`config.mk`:
```
export PLATFORM = sky130hd
export DESIGN_NAME = hazard_unit_206
export DESIGN_NICKNAME = d
export VERILOG_FILES = /design/src/rtl/hazard_unit_206_pkg.sv /design/src/rtl/sat_counter_206.sv /design/src/rtl/hazard_unit_206.sv
export SDC_FILE = /design/constraint.sdc
export NUM_CORES = 1
export LEC_CHECK = 0
export BUFFER_PORTS_ARGS = -buffer_cell sky130_fd_sc_hd__buf_2
export CAP_MARGIN = 20
export CELL_PAD_IN_SITES_DETAIL_PLACEMENT = 1
export CELL_PAD_IN_SITES_GLOBAL_PLACEMENT = 1
export CORE_MARGIN = 5
export CORE_UTILIZATION = 38
export CTS_CLUSTER_DIAMETER = 60
export DETAILED_ROUTE_END_ITERATION = 8
export PLACE_DENSITY = 0.9
export SYNTH_ARGS = -nofsm -noshare
export SYNTH_HDL_FRONTEND = slang
export SYNTH_SLANG_ARGS = --single-unit
```
`constraint.sdc`:
```
create_clock -name clk -period 4.4 [get_ports clk]
set_input_delay 0.22 -clock clk [delete_from_list [all_inputs] [get_ports clk]]
set_output_delay 0.22 -clock clk [all_outputs]
set_load 0.03 [all_outputs]
```
`src/rtl/hazard_unit_206_pkg.sv`:
```
// ---------------------------------------------------------------------------
// hazard_unit_206_pkg
// Shared pipeline definitions for the hazard unit and its helpers.
//   hz_state_e  : action taken by the hazard unit in a cycle, also the code
//                 reported on state_o one cycle later
//   REG_IDX_W   : width of a register-file index (Rs/Rt/WrReg fields)
//   ctrl_t      : bundle of the six pipeline control outputs
//   isLoadUse() : load-use hazard detection between ID and a load in EX
// ---------------------------------------------------------------------------
package hazard_unit_206_pkg;

   localparam int REG_IDX_W = 5;

   typedef enum logic [1:0] {
      ST_RUN        = 2'd0,
      ST_LOAD_STALL = 2'd1,
      ST_FLUSH      = 2'd2,
      ST_MEM_WAIT   = 2'd3
   } hz_state_e;

   typedef struct packed {
      logic stallPc;
      logic stallIfId;
      logic stallIdEx;
      logic flushIfId;
      logic bubbleIdEx;
      logic stallExMem;
   } ctrl_t;

   // A load in EX whose destination is read by the ID instruction must hold
   // ID for one cycle. Register $0 is hard-wired to zero, so a "write" to it
   // never creates a true dependence.
   function automatic logic isLoadUse(
      input logic [REG_IDX_W-1:0] rsId,
      input logic [REG_IDX_W-1:0] rtId,
      input logic                 useRsId,
      input logic                 useRtId,
      input logic [REG_IDX_W-1:0] wrRegEx,
      input logic                 regWrEx,
      input logic                 memToRegEx
   );
      logic rsHit;
      logic rtHit;
      rsHit = useRsId && (rsId == wrRegEx);
      rtHit = useRtId && (rtId == wrRegEx);
      return memToRegEx && regWrEx && (wrRegEx != '0) && (rsHit || rtHit);
   endfunction

endpackage

```
`src/rtl/sat_counter_206.sv`:
```
// ---------------------------------------------------------------------------
// sat_counter_206
// Event counter that counts up by one per cycle with inc=1 and sticks at its
// all-ones maximum instead of wrapping.
//   clk  : clock, counts on the rising edge
//   rst  : synchronous active-high reset, clears the count
//   inc  : count this cycle
//   q    : current count
// ---------------------------------------------------------------------------
module sat_counter_206 #(
   parameter int CNT_W = 16
) (
   input  logic             clk,
   input  logic             rst,
   input  logic             inc,
   output logic [CNT_W-1:0] q
);

   logic [CNT_W-1:0] count_q;
   logic [CNT_W-1:0] count_d;

   // Next count: hold at the all-ones value once reached so long runs of
   // stalls or flushes read as "at least this many" rather than wrapping.
   always_comb begin
      count_d = count_q;
      if (inc && (count_q != {CNT_W{1'b1}})) begin
         count_d = count_q + {{(CNT_W-1){1'b0}}, 1'b1};
      end
   end

   // Count register with synchronous clear.
   always_ff @(posedge clk) begin
      if (rst) begin
         count_q <= '0;
      end else begin
         count_q <= count_d;
      end
   end

   assign q = count_q;

endmodule

```
`src/rtl/hazard_unit_206.sv`:
```
// ---------------------------------------------------------------------------
// hazard_unit_206
// Pipeline hazard controller for a 5-stage MIPS-style pipeline. Decides each
// cycle between freezing for a slow data memory, flushing after a redirect
// in EX, stalling ID for a load-use dependence, or running normally. The
// control outputs are combinational from the current inputs; the action is
// also registered onto state_o and counted.
//   clk, rst                 : clock and synchronous active-high reset
//   Rs_ID, Rt_ID             : source register fields of the ID instruction
//   UseRs_ID, UseRt_ID       : ID instruction actually reads Rs / Rt
//   WrReg_Ex, RegWr_Ex       : destination and write enable of the EX instr
//   MemToReg_Ex              : EX instruction is a load
//   Redirect_Ex              : taken branch / jump resolved in EX
//   mem_busy                 : MEM-stage data access not yet complete
//   stall_PC .. stall_EX_MEM : pipeline register hold / flush / bubble
//   state_o                  : action taken in the previous cycle
//   stall_cnt, flush_cnt     : saturating counts of stall / flush cycles
// ---------------------------------------------------------------------------
module hazard_unit_206
   import hazard_unit_206_pkg::*;
#(
   parameter int CNT_W = 16
) (
   input  logic                 clk,
   input  logic                 rst,
   input  logic [REG_IDX_W-1:0] Rs_ID,
   input  logic [REG_IDX_W-1:0] Rt_ID,
   input  logic                 UseRs_ID,
   input  logic                 UseRt_ID,
   input  logic [REG_IDX_W-1:0] WrReg_Ex,
   input  logic                 RegWr_Ex,
   input  logic                 MemToReg_Ex,
   input  logic                 Redirect_Ex,
   input  logic                 mem_busy,
   output logic                 stall_PC,
   output logic                 stall_IF_ID,
   output logic                 stall_ID_EX,
   output logic                 flush_IF_ID,
   output logic                 bubble_ID_EX,
   output logic                 stall_EX_MEM,
   output logic [1:0]           state_o,
   output logic [CNT_W-1:0]     stall_cnt,
   output logic [CNT_W-1:0]     flush_cnt
);

   logic      loadUse;
   hz_state_e action_d;
   hz_state_e state_q;
   ctrl_t     ctrl;

   assign loadUse = isLoadUse(Rs_ID, Rt_ID, UseRs_ID, UseRt_ID,
                              WrReg_Ex, RegWr_Ex, MemToReg_Ex);

   // Pick this cycle's action by fixed priority. A memory freeze wins over
   // everything because no stage may advance; a redirect held through the
   // freeze simply wins once mem_busy drops, since EX was frozen with it and
   // still presents it. Reset forces RUN so every control output reads 0.
   always_comb begin
      action_d = ST_RUN;
      if (rst) begin
         action_d = ST_RUN;
      end else if (mem_busy) begin
         action_d = ST_MEM_WAIT;
      end else if (Redirect_Ex) begin
         action_d = ST_FLUSH;
      end else if (loadUse) begin
         action_d = ST_LOAD_STALL;
      end
   end

   // Decode the action into the pipeline controls. A load-use stall holds PC
   // and IF/ID while inserting a bubble into ID/EX; the load itself moves on,
   // so ID/EX and EX/MEM are not held.
   always_comb begin
      ctrl = '0;
      unique case (action_d)
         ST_MEM_WAIT: begin
            ctrl.stallPc    = 1'b1;
            ctrl.stallIfId  = 1'b1;
            ctrl.stallIdEx  = 1'b1;
            ctrl.stallExMem = 1'b1;
         end
         ST_FLUSH: begin
            ctrl.flushIfId  = 1'b1;
            ctrl.bubbleIdEx = 1'b1;
         end
         ST_LOAD_STALL: begin
            ctrl.stallPc    = 1'b1;
            ctrl.stallIfId  = 1'b1;
            ctrl.bubbleIdEx = 1'b1;
         end
         default: begin
            ctrl = '0;
         end
      endcase
   end

   assign stall_PC     = ctrl.stallPc;
   assign stall_IF_ID  = ctrl.stallIfId;
   assign stall_ID_EX  = ctrl.stallIdEx;
   assign flush_IF_ID  = ctrl.flushIfId;
   assign bubble_ID_EX = ctrl.bubbleIdEx;
   assign stall_EX_MEM = ctrl.stallExMem;

   // Record the action taken this cycle so state_o reports it one cycle
   // later; useful for tracing which hazard held the pipeline.
   always_ff @(posedge clk) begin
      if (rst) begin
         state_q <= ST_RUN;
      end else begin
         state_q <= action_d;
      end
   end

   assign state_o = state_q;

   // Event counters: cycles with PC held, and cycles with IF/ID flushed.
   sat_counter_206 #(
      .CNT_W (CNT_W)
   ) u_stallCounter (
      .clk (clk),
      .rst (rst),
      .inc (ctrl.stallPc),
      .q   (stall_cnt)
   );

   sat_counter_206 #(
      .CNT_W (CNT_W)
   ) u_flushCounter (
      .clk (clk),
      .rst (rst),
      .inc (ctrl.flushIfId),
      .q   (flush_cnt)
   );

endmodule

```
# After elaboration in Yosys (flattened, before gate mapping)
# Index checks and enable logic that the tools add are counted.
[op_classes]
n_reduce_logical = 11
n_eq_ne = 7
n_addsub = 2
muxes = 8
[ops]
columns = ["cell", "count"]
rows = [
  ["16-bit by 1-bit adder with 16-bit output, second input constant", 2],
  ["16-bit != test, second input constant", 2],
  ["5-bit equality test", 2],
  ["2-bit 2-to-1 mux", 4],
  ["1-bit logical AND", 7],
  ["5-bit nonzero test", 1],
  ["2-bit equality test, second input constant", 2],
  ["1-bit 2-to-1 mux", 4],
  ["2-bit OR reduction", 2],
  ["2-bit by 1-bit equality test with 1-bit output, second input constant", 1],
  ["1-bit logical OR", 1],
]
[word_totals]
register_bits = 34
wordCells = 31
input_bits = 23
output_inout_bits = 40

# Depth between registers and ports, before layout
# Gate-level depths: netlist (run 1).
[depth]
word_depth = 12
mapped_depth = 13
mapped_depth_nobuf = 12

# Hierarchy
# Synthesis (run 1) repeated with hierarchy kept, for this count alone.
[unflattened]
cells_unflattened = 234
area_unflattened_um2 = 1984.4
[modules_own_cells]
columns = ["mod", "instances", "seq_area_each_um2", "area_each_um2", "cells_each"]
rows = [
  ["sat_counter_206", 2, 320.3, 848.3, 99],
  ["hazard_unit_206", 1, 40.0, 287.8, 36],
]

# Worst setup path before layout (run 1)
# No wires, ideal clock.
[synth_timing]
kind = "input-to-reg"
startpoint = "input WrReg_Ex[1]"
endpoint = "register u_flushCounter.count_q[12] (netlist: u_flushCounter.q[12])"
n_path_buf = 1
setup_ps = 128
path_slack_ps = 1804
t_required_ps = 4272
path_stages = 13
arrival_time_ps = 2468
path_cell_list = "xnor2_1 > nand4_1 > o22ai_2 > a21oi_2 > buf_4 > nor2_1 > inv_1 > ha_1 > inv_1 > a211o_1 > nor3_1 > xnor2_1 > nor2_1"
[synth_via]
elab_chain_len = 11
elab_cells_between_ends = 15
cone_classes = "eq/ne (3); mux (5); reduce/logical (7)"
[synth_lines]
columns = ["element", "line", "text"]
rows = [
  ["from (decl)", "hazard_unit_206.sv:30", "input logic [REG_IDX_W-1:0] WrReg_Ex,"],
  ["5-bit equality test (on tied branches)", "hazard_unit_206_pkg.sv:44, hazard_unit_206_pkg.sv:45", ""],
  ["1-bit logical AND (on tied branches)", "hazard_unit_206_pkg.sv:44, hazard_unit_206_pkg.sv:45", ""],
  ["1-bit logical OR", "hazard_unit_206_pkg.sv:46", "return memToRegEx && regWrEx && (wrRegEx != '0) && (rsHit || rtHit);"],
  ["1-bit logical AND (*)", "hazard_unit_206_pkg.sv:46", ""],
  ["1-bit 2-to-1 mux (*)", "hazard_unit_206.sv:66", "end else if (loadUse) begin"],
  ["2-bit 2-to-1 mux (*)", "hazard_unit_206.sv:64", "end else if (Redirect_Ex) begin"],
  ["2-bit 2-to-1 mux (*)", "hazard_unit_206.sv:62", "end else if (mem_busy) begin"],
  ["2-bit 2-to-1 mux (*)", "hazard_unit_206.sv:60", "if (rst) begin"],
  ["2-bit equality test (*)", "hazard_unit_206.sv:76", "unique case (action_d)"],
  ["1-bit 2-to-1 mux (*)", "hazard_unit_206.sv:76", ""],
  ["via flush_IF_ID", "hazard_unit_206.sv:38", "output logic flush_IF_ID,"],
  ["1-bit logical AND (*)", "sat_counter_206.sv:26", "if (inc && (count_q != {CNT_W{1'b1}})) begin"],
  ["to (signal assigned)", "sat_counter_206.sv:36", "count_q <= count_d;"],
  ["to (decl)", "sat_counter_206.sv:19", "logic [CNT_W-1:0] count_q;"],
]
# Mark *: on every way through the listed nets, which the timed path passes. The rest lies on a longest branch.
# A chain may end at the register's enable or synchronous reset.

# Final worst setup path (run 1)
[layout_timing]
startpoint = "input WrReg_Ex[1]"
endpoint = "register u_flushCounter.count_q[15] (netlist: u_flushCounter.q[15])"
[layout_via]
elab_chain_len = 11
elab_cells_between_ends = 15
cone_classes = "eq/ne (3); mux (5); reduce/logical (7)"
[layout_lines]
columns = ["element", "line"]
rows = [
  ["5-bit equality test (on tied branches)", "hazard_unit_206_pkg.sv:44, hazard_unit_206_pkg.sv:45"],
  ["1-bit logical AND (on tied branches)", "hazard_unit_206_pkg.sv:44, hazard_unit_206_pkg.sv:45"],
  ["1-bit logical OR", "hazard_unit_206_pkg.sv:46"],
  ["1-bit logical AND (*)", "hazard_unit_206_pkg.sv:46"],
  ["1-bit 2-to-1 mux (*)", "hazard_unit_206.sv:66"],
  ["2-bit 2-to-1 mux (*)", "hazard_unit_206.sv:64"],
  ["2-bit 2-to-1 mux (*)", "hazard_unit_206.sv:62"],
  ["2-bit 2-to-1 mux (*)", "hazard_unit_206.sv:60"],
  ["2-bit equality test (*)", "hazard_unit_206.sv:76"],
  ["1-bit 2-to-1 mux (*)", "hazard_unit_206.sv:76"],
  ["1-bit logical AND (*)", "sat_counter_206.sv:26"],
]
# Mark *: on every way between the ends. The rest lies on a longest branch, timed or not.

==> results of run 1 <==
-- critical path: cells and delay by family --
family | cells | cell delay, ns
fa+ha+maj | 1 | 0.19
xor+xnor | 2 | 0.29
simple gates | 6 | 1.05
compound gates | 2 | 0.57
buf+inv | 2 | 0.22
-- cell families after synthesis --
family	count (synthesis)	synth area share (%)
xor gates and xnor gates	25	12.3
buffers and inverters	15	4.22
and+or+nand+nor	98	29.2
DFF	34	38.3
adders and majority gates	4	2.82
muxes	5	2.96
AOI/OAI and AO/OA	29	10.2
-- power by group --
part	switching [mW]	internal, mW	total, mW
Combinational	0.0486	0.0284	0.0769
Sequential	0.00464	0.312	0.317
Clock	0.115	0.170	0.284
-- flip-flops by register name, summed over array words and instances (netlist names) --
register / count
u_flushCounter.q: 16
state_o: 2
u_stallCounter.q: 16
-- layer usage --
layer,vias up,share of wire [%],global-route usage [%]
met5,-,0,0
met4,0,1.2,5.77
met3,4,5.7,4.69
met2,45,49,28.3
met1,822,44,20.2
li1,854,-,-
-- final cells by class --
type / count / area, um2 / area share [%]
Multi-Input combinational cell: 161 / 1020 / 46.2
Sequential cell: 34 / 681 / 30.8
Timing Repair Buffer: 62 / 310 / 14.0
Clock buffer: 7 / 76.3 / 3.45
Tap cell: 52 / 65.1 / 2.94
Clock inverter: 1 / 30.0 / 1.36
Inverter: 7 / 26.3 / 1.19
-- worst min path at each step --
stage / end / cells past startpoint / start / slack [ns]
6_report: state_o[1]$_SDFF_PP0_ / 3 / Redirect_Ex / 0.17
5_1_grt: state_o[1]$_SDFF_PP0_ / 3 / Redirect_Ex / 0.20
4_1_cts: state_o[1]$_SDFF_PP0_ / 3 / Redirect_Ex / 0.17
3_5_place_dp: state_o[1]$_SDFF_PP0_ / 3 / Redirect_Ex / 0.47
3_3_place_gp: state_o[1]$_SDFF_PP0_ / 3 / Redirect_Ex / 0.46
2_1_floorplan: state_o[1]$_SDFF_PP0_ / 2 / mem_busy / 0.35
-- stage by stage --
step                      util (%)  setup WS [ns]  std cells  hold slack (ns)
after floorplan                  -           1.80        210            0.346
after global placement        47.4           1.80        316            0.461
after detailed placement      47.4           1.68        316            0.469
after CTS                     49.7           1.99        324            0.165
after global routing          49.7           1.70        324            0.197
final                         49.7           2.00        324            0.171
-- placed cells by master (no fill, tap or decap), types with 2 or more instances in the layout --
| cell | instances |
|---|---|
| sky130_fd_sc_hd__o31ai_1 | 3 |
| sky130_fd_sc_hd__and4_1 | 5 |
| sky130_fd_sc_hd__dfxtp_1 | 34 |
| sky130_fd_sc_hd__nand2_1 | 12 |
| sky130_fd_sc_hd__inv_1 | 7 |
| sky130_fd_sc_hd__nor3_1 | 5 |
| sky130_fd_sc_hd__nand4_1 | 6 |
| sky130_fd_sc_hd__o21ai_0 | 8 |
| sky130_fd_sc_hd__nor2_1 | 28 |
| sky130_fd_sc_hd__nor2b_1 | 4 |
| sky130_fd_sc_hd__nand3_1 | 12 |
| sky130_fd_sc_hd__mux2i_1 | 3 |
| sky130_fd_sc_hd__or3_1 | 8 |
| sky130_fd_sc_hd__nor4_1 | 2 |
| sky130_fd_sc_hd__a21oi_1 | 13 |
| sky130_fd_sc_hd__nand3b_1 | 2 |
| sky130_fd_sc_hd__clkbuf_1 | 2 |
| sky130_fd_sc_hd__mux2_2 | 2 |
| sky130_fd_sc_hd__xnor2_1 | 17 |
| sky130_fd_sc_hd__clkbuf_8 | 5 |
| sky130_fd_sc_hd__or4_1 | 3 |
| sky130_fd_sc_hd__buf_2 | 62 |
| sky130_fd_sc_hd__xor2_1 | 8 |
| sky130_fd_sc_hd__and2_1 | 3 |
| sky130_fd_sc_hd__and3_1 | 5 |
| sky130_fd_sc_hd__ha_1 | 4 |
==> results, run 1 <==
- By count the netlist is led by sky130_fd_sc_hd__dfxtp_1, sky130_fd_sc_hd__nor2_1, sky130_fd_sc_hd__xnor2_1.
- The floorplan step defined a die boundary enclosing about 0.006 mm2.
- The synthesized netlist contains 35 unique library cells.
- The first-pass GRT wire length is about 8400 um.
- The first TritonRoute pass finished after 4 iterations.
- The fraction of layout cells with a size suffix above 1 is a little over a quarter.
- The worst path required time is 4.55 ns.
- The post-synthesis to final-layout area growth is 24.3%.
- The overall track demand over capacity in global routing is between 10% and 20%.
- The pin count of the biggest net entering global routing is 39.
- The final number of hold-violating endpoints is 0.
- Counting cells, the worst reg-to-reg path comes to 7.
- The floorplan step set the die height to approximately 80 um.
- After routing, the total negative slack on setup checks comes to 0 ns.
- Dividing total power by cell area gives a power density of ~310 mW/mm2.
- Using the TritonRoute via totals, the vias-per-cell ratio works out to approximately 5.3.
- The core region is about 0.0044 mm2.
- For this design, the slowest cell found on the critical path is sky130_fd_sc_hd__nor4_1.
- Summing every instance area after synthesis gives 0.00178 mm2.
- In the final design database the tool counted between 200 and 300 nets.
- In the finished design, the share of the clock period the worst path needs comes to between 50 and 60%.
- The most area-hungry cell type in the Yosys netlist is sky130_fd_sc_hd__dfxtp_1.
- The top-level I/O count is 63.
- STA classifies the critical path endpoint as a register.
- The number of instances in the synthesized netlist is 210.
- The clock insertion delay at the later pin of the skew report is just under 0.3 ns.
- The worst path in the final design needs a cycle of about 2.4 ns, including I/O delays and setup.
- The HPWL after detailed placement is around 3700 um.
- The post-synthesis sequential element count is 34.
- For this run, the number of Yosys warnings is 0.
- TritonCTS built the clock tree.
- The most frequently used cell type in the post-synthesis netlist is sky130_fd_sc_hd__dfxtp_1.
- The remaining antenna violation count is 0.
- The finished layout cell area is around 0.0022 mm2.
- The number of clock buffers added by TritonCTS is 5.
- The initial antenna violation count is 0.
- Among all flip-flop cells after synthesis, the most frequent one is sky130_fd_sc_hd__dfxtp_1.
- Averaged over all synthesized cells, the footprint is approximately 8.5 um2.
- STA classifies the critical path startpoint as an input port.
- The most frequent cell on the critical path is sky130_fd_sc_hd__nor2_1.
- For this run, the top clock speed supported by timing is ~0.42 GHz.
- The die span in x is ~78 um.
- Setup repair after global routing left no endpoint under its margin.
- For this design the static power due to leakage is around 0.94 nW.
- The number of antenna diodes in the final layout is 0.
- Ranked by total cell area, the synthesized netlist is headed by sky130_fd_sc_hd__dfxtp_1, sky130_fd_sc_hd__xnor2_1, sky130_fd_sc_hd__nor2_1.
- The H-tree was split into 2 levels.
- The post-synthesis sequential area ratio is 38.3%.
- The number of setup violations in the final report is 0.
- Measured against its own limit, the worst slew margin works out to between 50% and 60%.
- For this run the aggregate overflow at the end of global routing stands at 0.
- Clock-pin slew was measured on the worst setup and hold paths at roughly 0.070 ns.
- The max-cap check violation count is 0.
- The number of sinks handled by clock tree synthesis is 34.
- The run finished with clean final reports.
- The placer congestion estimate is ~0.79.
- The number of nets produced by synthesis is between 200 and 250.
- The transition at the pin with the smallest max-transition slack is between 0.6 and 0.7 ns.
- The overall power after layout is about 0.68 mW.
- The most critical setup path has its endpoint at u_flushCounter.q[15]$_SDFFE_PP0P_.
- IR analysis of the VDD net gives a maximum drop of 0.173 mV.
- The number of gates resized after CTS is 0.
- In this run the worst hold path is classified as in -> reg.
- The number of global-route vias before repair is 1810.
- The synthesized design contains 0 enable-type register cells.
- The setup check on the worst reg-to-reg path leaves a slack of ~2.3 ns.
- After detailed routing, the average wire length per cell comes to about 15 um.
- The count of fill cells added during filler insertion is approximately 560.
- The number of rows in the core area is 24.
- The number of DRC markers after the initial detailed-route iteration is 63.
- In the synthesized netlist the async set-or-reset flop fraction comes to 0%.
- The detailed router placed 1725 vias in this run.
- The largest fanout on the critical path is 13.
- The arrival time at the worst endpoint is about 2.6 ns.
- The critical path goes through buf_2 -> xnor2_1 -> nand4_1 -> o22ai_2 -> a21oi_2 -> nor2_1 -> inv_1 -> ha_1 -> nand2_1 -> nor4_1 -> nand3_1 -> xor2_1 -> nor2_1.
- The worst setup path is of the in -> reg kind.
- The sum of routed wire length over all layers is 4790 um.
- Of the post-synthesis cell area, the dominant cell type holds a little under two fifths.
- The final-report max-slew violation count is 0.
- Clock skew on the completed layout was measured at between 0.005 and 0.006 ns.
- The buffer count from post-CTS setup fixing is 0.
- After clock tree synthesis, the flow added hold-fix buffers numbering 0.
- For this run, design rule violations remaining after detail routing come to 0.
- The largest stage delay on the critical path is 0.50 ns.
- The start point of the critical path is WrReg_Ex[1].
- The clock tree buffer depth is 2.
- The count of buffers added on input and output ports is a little over 60.
- The startpoint identified for the worst register-to-register timing path is u_stallCounter.q[0]$_SDFFE_PP0P_.
- In this run the critical register-to-register path is captured at u_stallCounter.q[4]$_SDFFE_PP0P_.
- Once placement finished, the instance area stood at approximately 0.0021 mm2.
- The initial cell density of the core is approximately two fifths.
- The clock root buffer is sky130_fd_sc_hd__clkbuf_8.
Note: power is estimated with default switching activity, not from simulation.
==> run 2, diff against run 1 <==
Settings changed: ABC_AREA from default to 1, CORE_UTILIZATION 38 to 35, PLACE_DENSITY 0.9 to 0.85.
Clock period 4.4 ns to 2.3 ns, I/O delays scaled along.
==> results, run 2 <==
- The flow ran to the end, and the final reports show no timing, DRC or antenna violations.
- The initial cell density of the core is 35.7%.
- The worst path required time is ~2.5 ns.
- After routing, the total negative slack on setup checks comes to 0 ns.
- The worst min-delay path class is in -> reg.
- The repair_antennas step left the layout with diodes totalling 0.
- The clock passes through at most 2 buffers.
- The number of rows in the core area is 29.
- The CTS tree is yes.
- Max-cap violations in this run came to 0.
- The remaining antenna violation count is 0.
- The count of nets after finishing is approximately 460.
- The area growth from synthesis to layout is 19.9%.
- The number of gates resized after CTS is 0.
- The cell family contributing the most delay on the critical path is simple AND/OR/NAND/NOR gates.
- The top-level I/O count is 63.
- The die is 90.2 um wide.
- The number of buffers added to fix hold violations after cts is 0.
- The routed design has ~6500 um of wire.
- The clock period could shrink to about 1.9 ns.
- By area the synthesized netlist is led by sky130_fd_sc_hd__dfxtp_1, sky130_fd_sc_hd__nand2_1, sky130_fd_sc_hd__inv_1.
- The pin count of the biggest net entering global routing is 30.
- For this run, the slowest stage of the critical path takes roughly 0.43 ns.
- The most frequently used cell type in the post-synthesis netlist is sky130_fd_sc_hd__nand2_1.
- Walking the worst path, the cells encountered are ha_1 -> inv_1 -> nor2_1 -> nand2_1 -> inv_2 -> nand3_2 -> nand2_4 -> inv_2 -> nand2_1 -> nand2_1 -> inv_1 -> nor2_1.
- The per-instance average area after synthesis is between 6 and 7 um2.
- The post-synthesis sequential area ratio is 30.2%.
- After synthesis the netlist holds a flip-flop and latch count of 34.
- In the final routed layout, each cell accounts on average for roughly 13 um.
- STA classifies the critical path endpoint as a register.
- The clock root buffer is sky130_fd_sc_hd__clkbuf_8.
- The final number of hold-violating endpoints was 0.
- In this run, distinct cell masters in the synthesized netlist total 32.
- The number of nets produced by synthesis is just under 400.
- After clock tree synthesis, the clock-pin slew on the worst setup and hold paths is ~0.080 ns.
- VDD sags by at most about 0.25 mV.
- After legalization and detailed placement, the total HPWL measured around 5100 um.
- The worst max-slew margin expressed relative to the limit is between 70% and 80%.
- The die outline area is 0.00814 mm2.
- Summing every instance area after synthesis gives about 0.0023 mm2.
- Setup violations remaining at the end of the flow were counted as 0.
- After synthesis, the largest area contributor takes up a little under a third of total cell area.
- The most frequent cell on the critical path is sky130_fd_sc_hd__nand2_1.
- CTS built an H-tree with a depth of 2.
- For the final database, setup skew stands at between 0.007 and 0.008 ns.
- Routability-driven placement finished with a final weighted congestion of 0.836.
- The type of the worst setup path is reg -> reg.
- The most frequent standard cell in the layout excluding fill and tap cells is sky130_fd_sc_hd__nand2_1.
- Ranked by instance count, the synthesized netlist is headed by sky130_fd_sc_hd__nand2_1, sky130_fd_sc_hd__inv_1, sky130_fd_sc_hd__nor2_1.
- The first detailed-routing pass ran for 4 iterations.
- Cells with a size suffix above 1 make up about a quarter of the layout.
- The standard cell core area is 0.00631 mm2.
- The most area-hungry cell type in the Yosys netlist is sky130_fd_sc_hd__dfxtp_1.
- The first-pass GRT wire length is 11500 um.
- The transition at the pin with the smallest max-transition slack is 0.392 ns.
- Detailed routing inserted a total of between 2000 and 2500 vias.
- For this run, the number of Yosys warnings is 0.
- The DRC violation count after routing is 0.
- In this run the static leakage power is approximately 1.4 nW.
- The number of instances in the synthesized netlist is 368.
- The overall track demand over capacity in global routing is between 15 and 20%.
- The clock reaches the later pin of the worst-skew pair after 0.29 ns.
- During placement, the flow inserted port buffers numbering a little over 60.
- Setup repair after global routing left no endpoint under its margin.
- In the layout the commonest cells are sky130_fd_sc_hd__nand2_1, sky130_fd_sc_hd__buf_2, sky130_fd_sc_hd__inv_1.
- Data arrives at the worst endpoint at roughly 2.1 ns.
- The initial antenna violation count is 0.
- The sum of buffers and inverters on the critical path is 4.
- The async set-or-reset flop fraction in the synthesized netlist is 0%.
- In the synthesized netlist the dominant register cell turns out to be sky130_fd_sc_hd__dfxtp_1.
- The largest fanout on the critical path is 18.
- After detailed routing, the number of vias per cell comes to around 4.8.
- The total CTS buffers is 5.
- Based on the critical path, the design can be clocked at up to around 0.53 GHz.
- The aggregate global routing overflow is 0.
- Power spread over the standard cell area amounts to around 500 mW/mm2.
- Yosys mapped a number of flops with a built-in enable equal to 0.
- On the final layout, the worst hold slack is 0.112 ns.
- The buffer count from post-CTS setup fixing is 0.
- Counting every sink on the clock net gives 34.
- Among all stages on the critical path, the largest delay is contributed by sky130_fd_sc_hd__dfxtp_1.
- The final-report max-slew violation count came to 0.
- The first routing iteration left 27 violations.
- In this run the vertical extent of the chip is between 90 and 100 um.
- The period utilization is between 80 and 90%.
- The worst setup path is launched from a register.
- The number of global-route vias before repair is 2580.
-- run 2: kinds of logic after synthesis --
family                   after synthesis  synth area share (%)
AO/OA/AOI/OAI                         29                  7.11
XOR/XNOR                               6                  2.33
flip-flops                            34                  30.2
AND/OR/NAND/NOR                      215                  43.1
adder cells (fa/ha/maj)                4                  2.22
buffers and inverters                 80                  15.1
-- run 2: worst reg2reg max path: stages (launching register included) --
cell	delay, ns
sky130_fd_sc_hd__dfxtp_1	0.43
sky130_fd_sc_hd__ha_1	0.24
sky130_fd_sc_hd__inv_1	0.07
sky130_fd_sc_hd__nor2_1	0.21
sky130_fd_sc_hd__nand2_1	0.12
sky130_fd_sc_hd__inv_2	0.08
sky130_fd_sc_hd__nand3_2	0.08
sky130_fd_sc_hd__nand2_4	0.19
sky130_fd_sc_hd__inv_2	0.16
sky130_fd_sc_hd__nand2_1	0.10
sky130_fd_sc_hd__nand2_1	0.05
sky130_fd_sc_hd__inv_1	0.05
sky130_fd_sc_hd__nor2_1	0.03
-- run 2: path summary, 6_finish.rpt --
kind | start | to | slack, ns | cells after the start
setup / recovery | u_flushCounter.q[0]$_SDFFE_PP0P_ | u_flushCounter.q[8]$_SDFFE_PP0P_ | 0.40 | 12
hold reg to reg | u_stallCounter.q[5]$_SDFFE_PP0P_ | u_stallCounter.q[5]$_SDFFE_PP0P_ | 0.48 | 2
setup reg to reg | u_flushCounter.q[0]$_SDFFE_PP0P_ | u_flushCounter.q[8]$_SDFFE_PP0P_ | 0.40 | 12
hold / removal | Redirect_Ex | state_o[1]$_SDFF_PP0_ | 0.11 | 3
-- run 2: final cells by class --
| cell class | count | area (um2) |
|---|---|---|
| inverters | 69 | 259 |
| fillers | 905 | 3610 |
| well taps | 77 | 96.3 |
| multi-input cells | 254 | 1230 |
| flip-flops and latches | 34 | 681 |
| clock buffers | 7 | 76.3 |
| clock inverters | 1 | 30.0 |
| repair buffers | 64 | 325 |
-- run 2: per-stage QoR --
step                      cell area (um2)  setup WS, ns  power, mW  util, %  std cells
after detailed placement             2590         0.406      0.804     41.1        498
final                                2700         0.396       1.34     42.8        506
after global routing                 2700         0.167       1.41     42.8        506
after global placement               2590         0.484      0.797     41.1        498
after floorplan                      2250         0.472      0.746        -        368
after CTS                            2700         0.390       1.36     42.8        506
-- run 2: metal layers --
metal	track usage (%)	up-vias	part of all wire, %
li1	-	1245	-
met1	19.4	1114	45
met2	28.8	42	50
met3	3.51	15	2.9
met4	5.33	0	2.1
met5	0	-	0
-- run 2: report_power, final --
group	switching (mW)	total, mW	internal, mW
Clock	0.232	0.556	0.325
Combinational	0.123	0.180	0.0570
Sequential	0.00969	0.608	0.598
Total	0.365	1.34	0.980
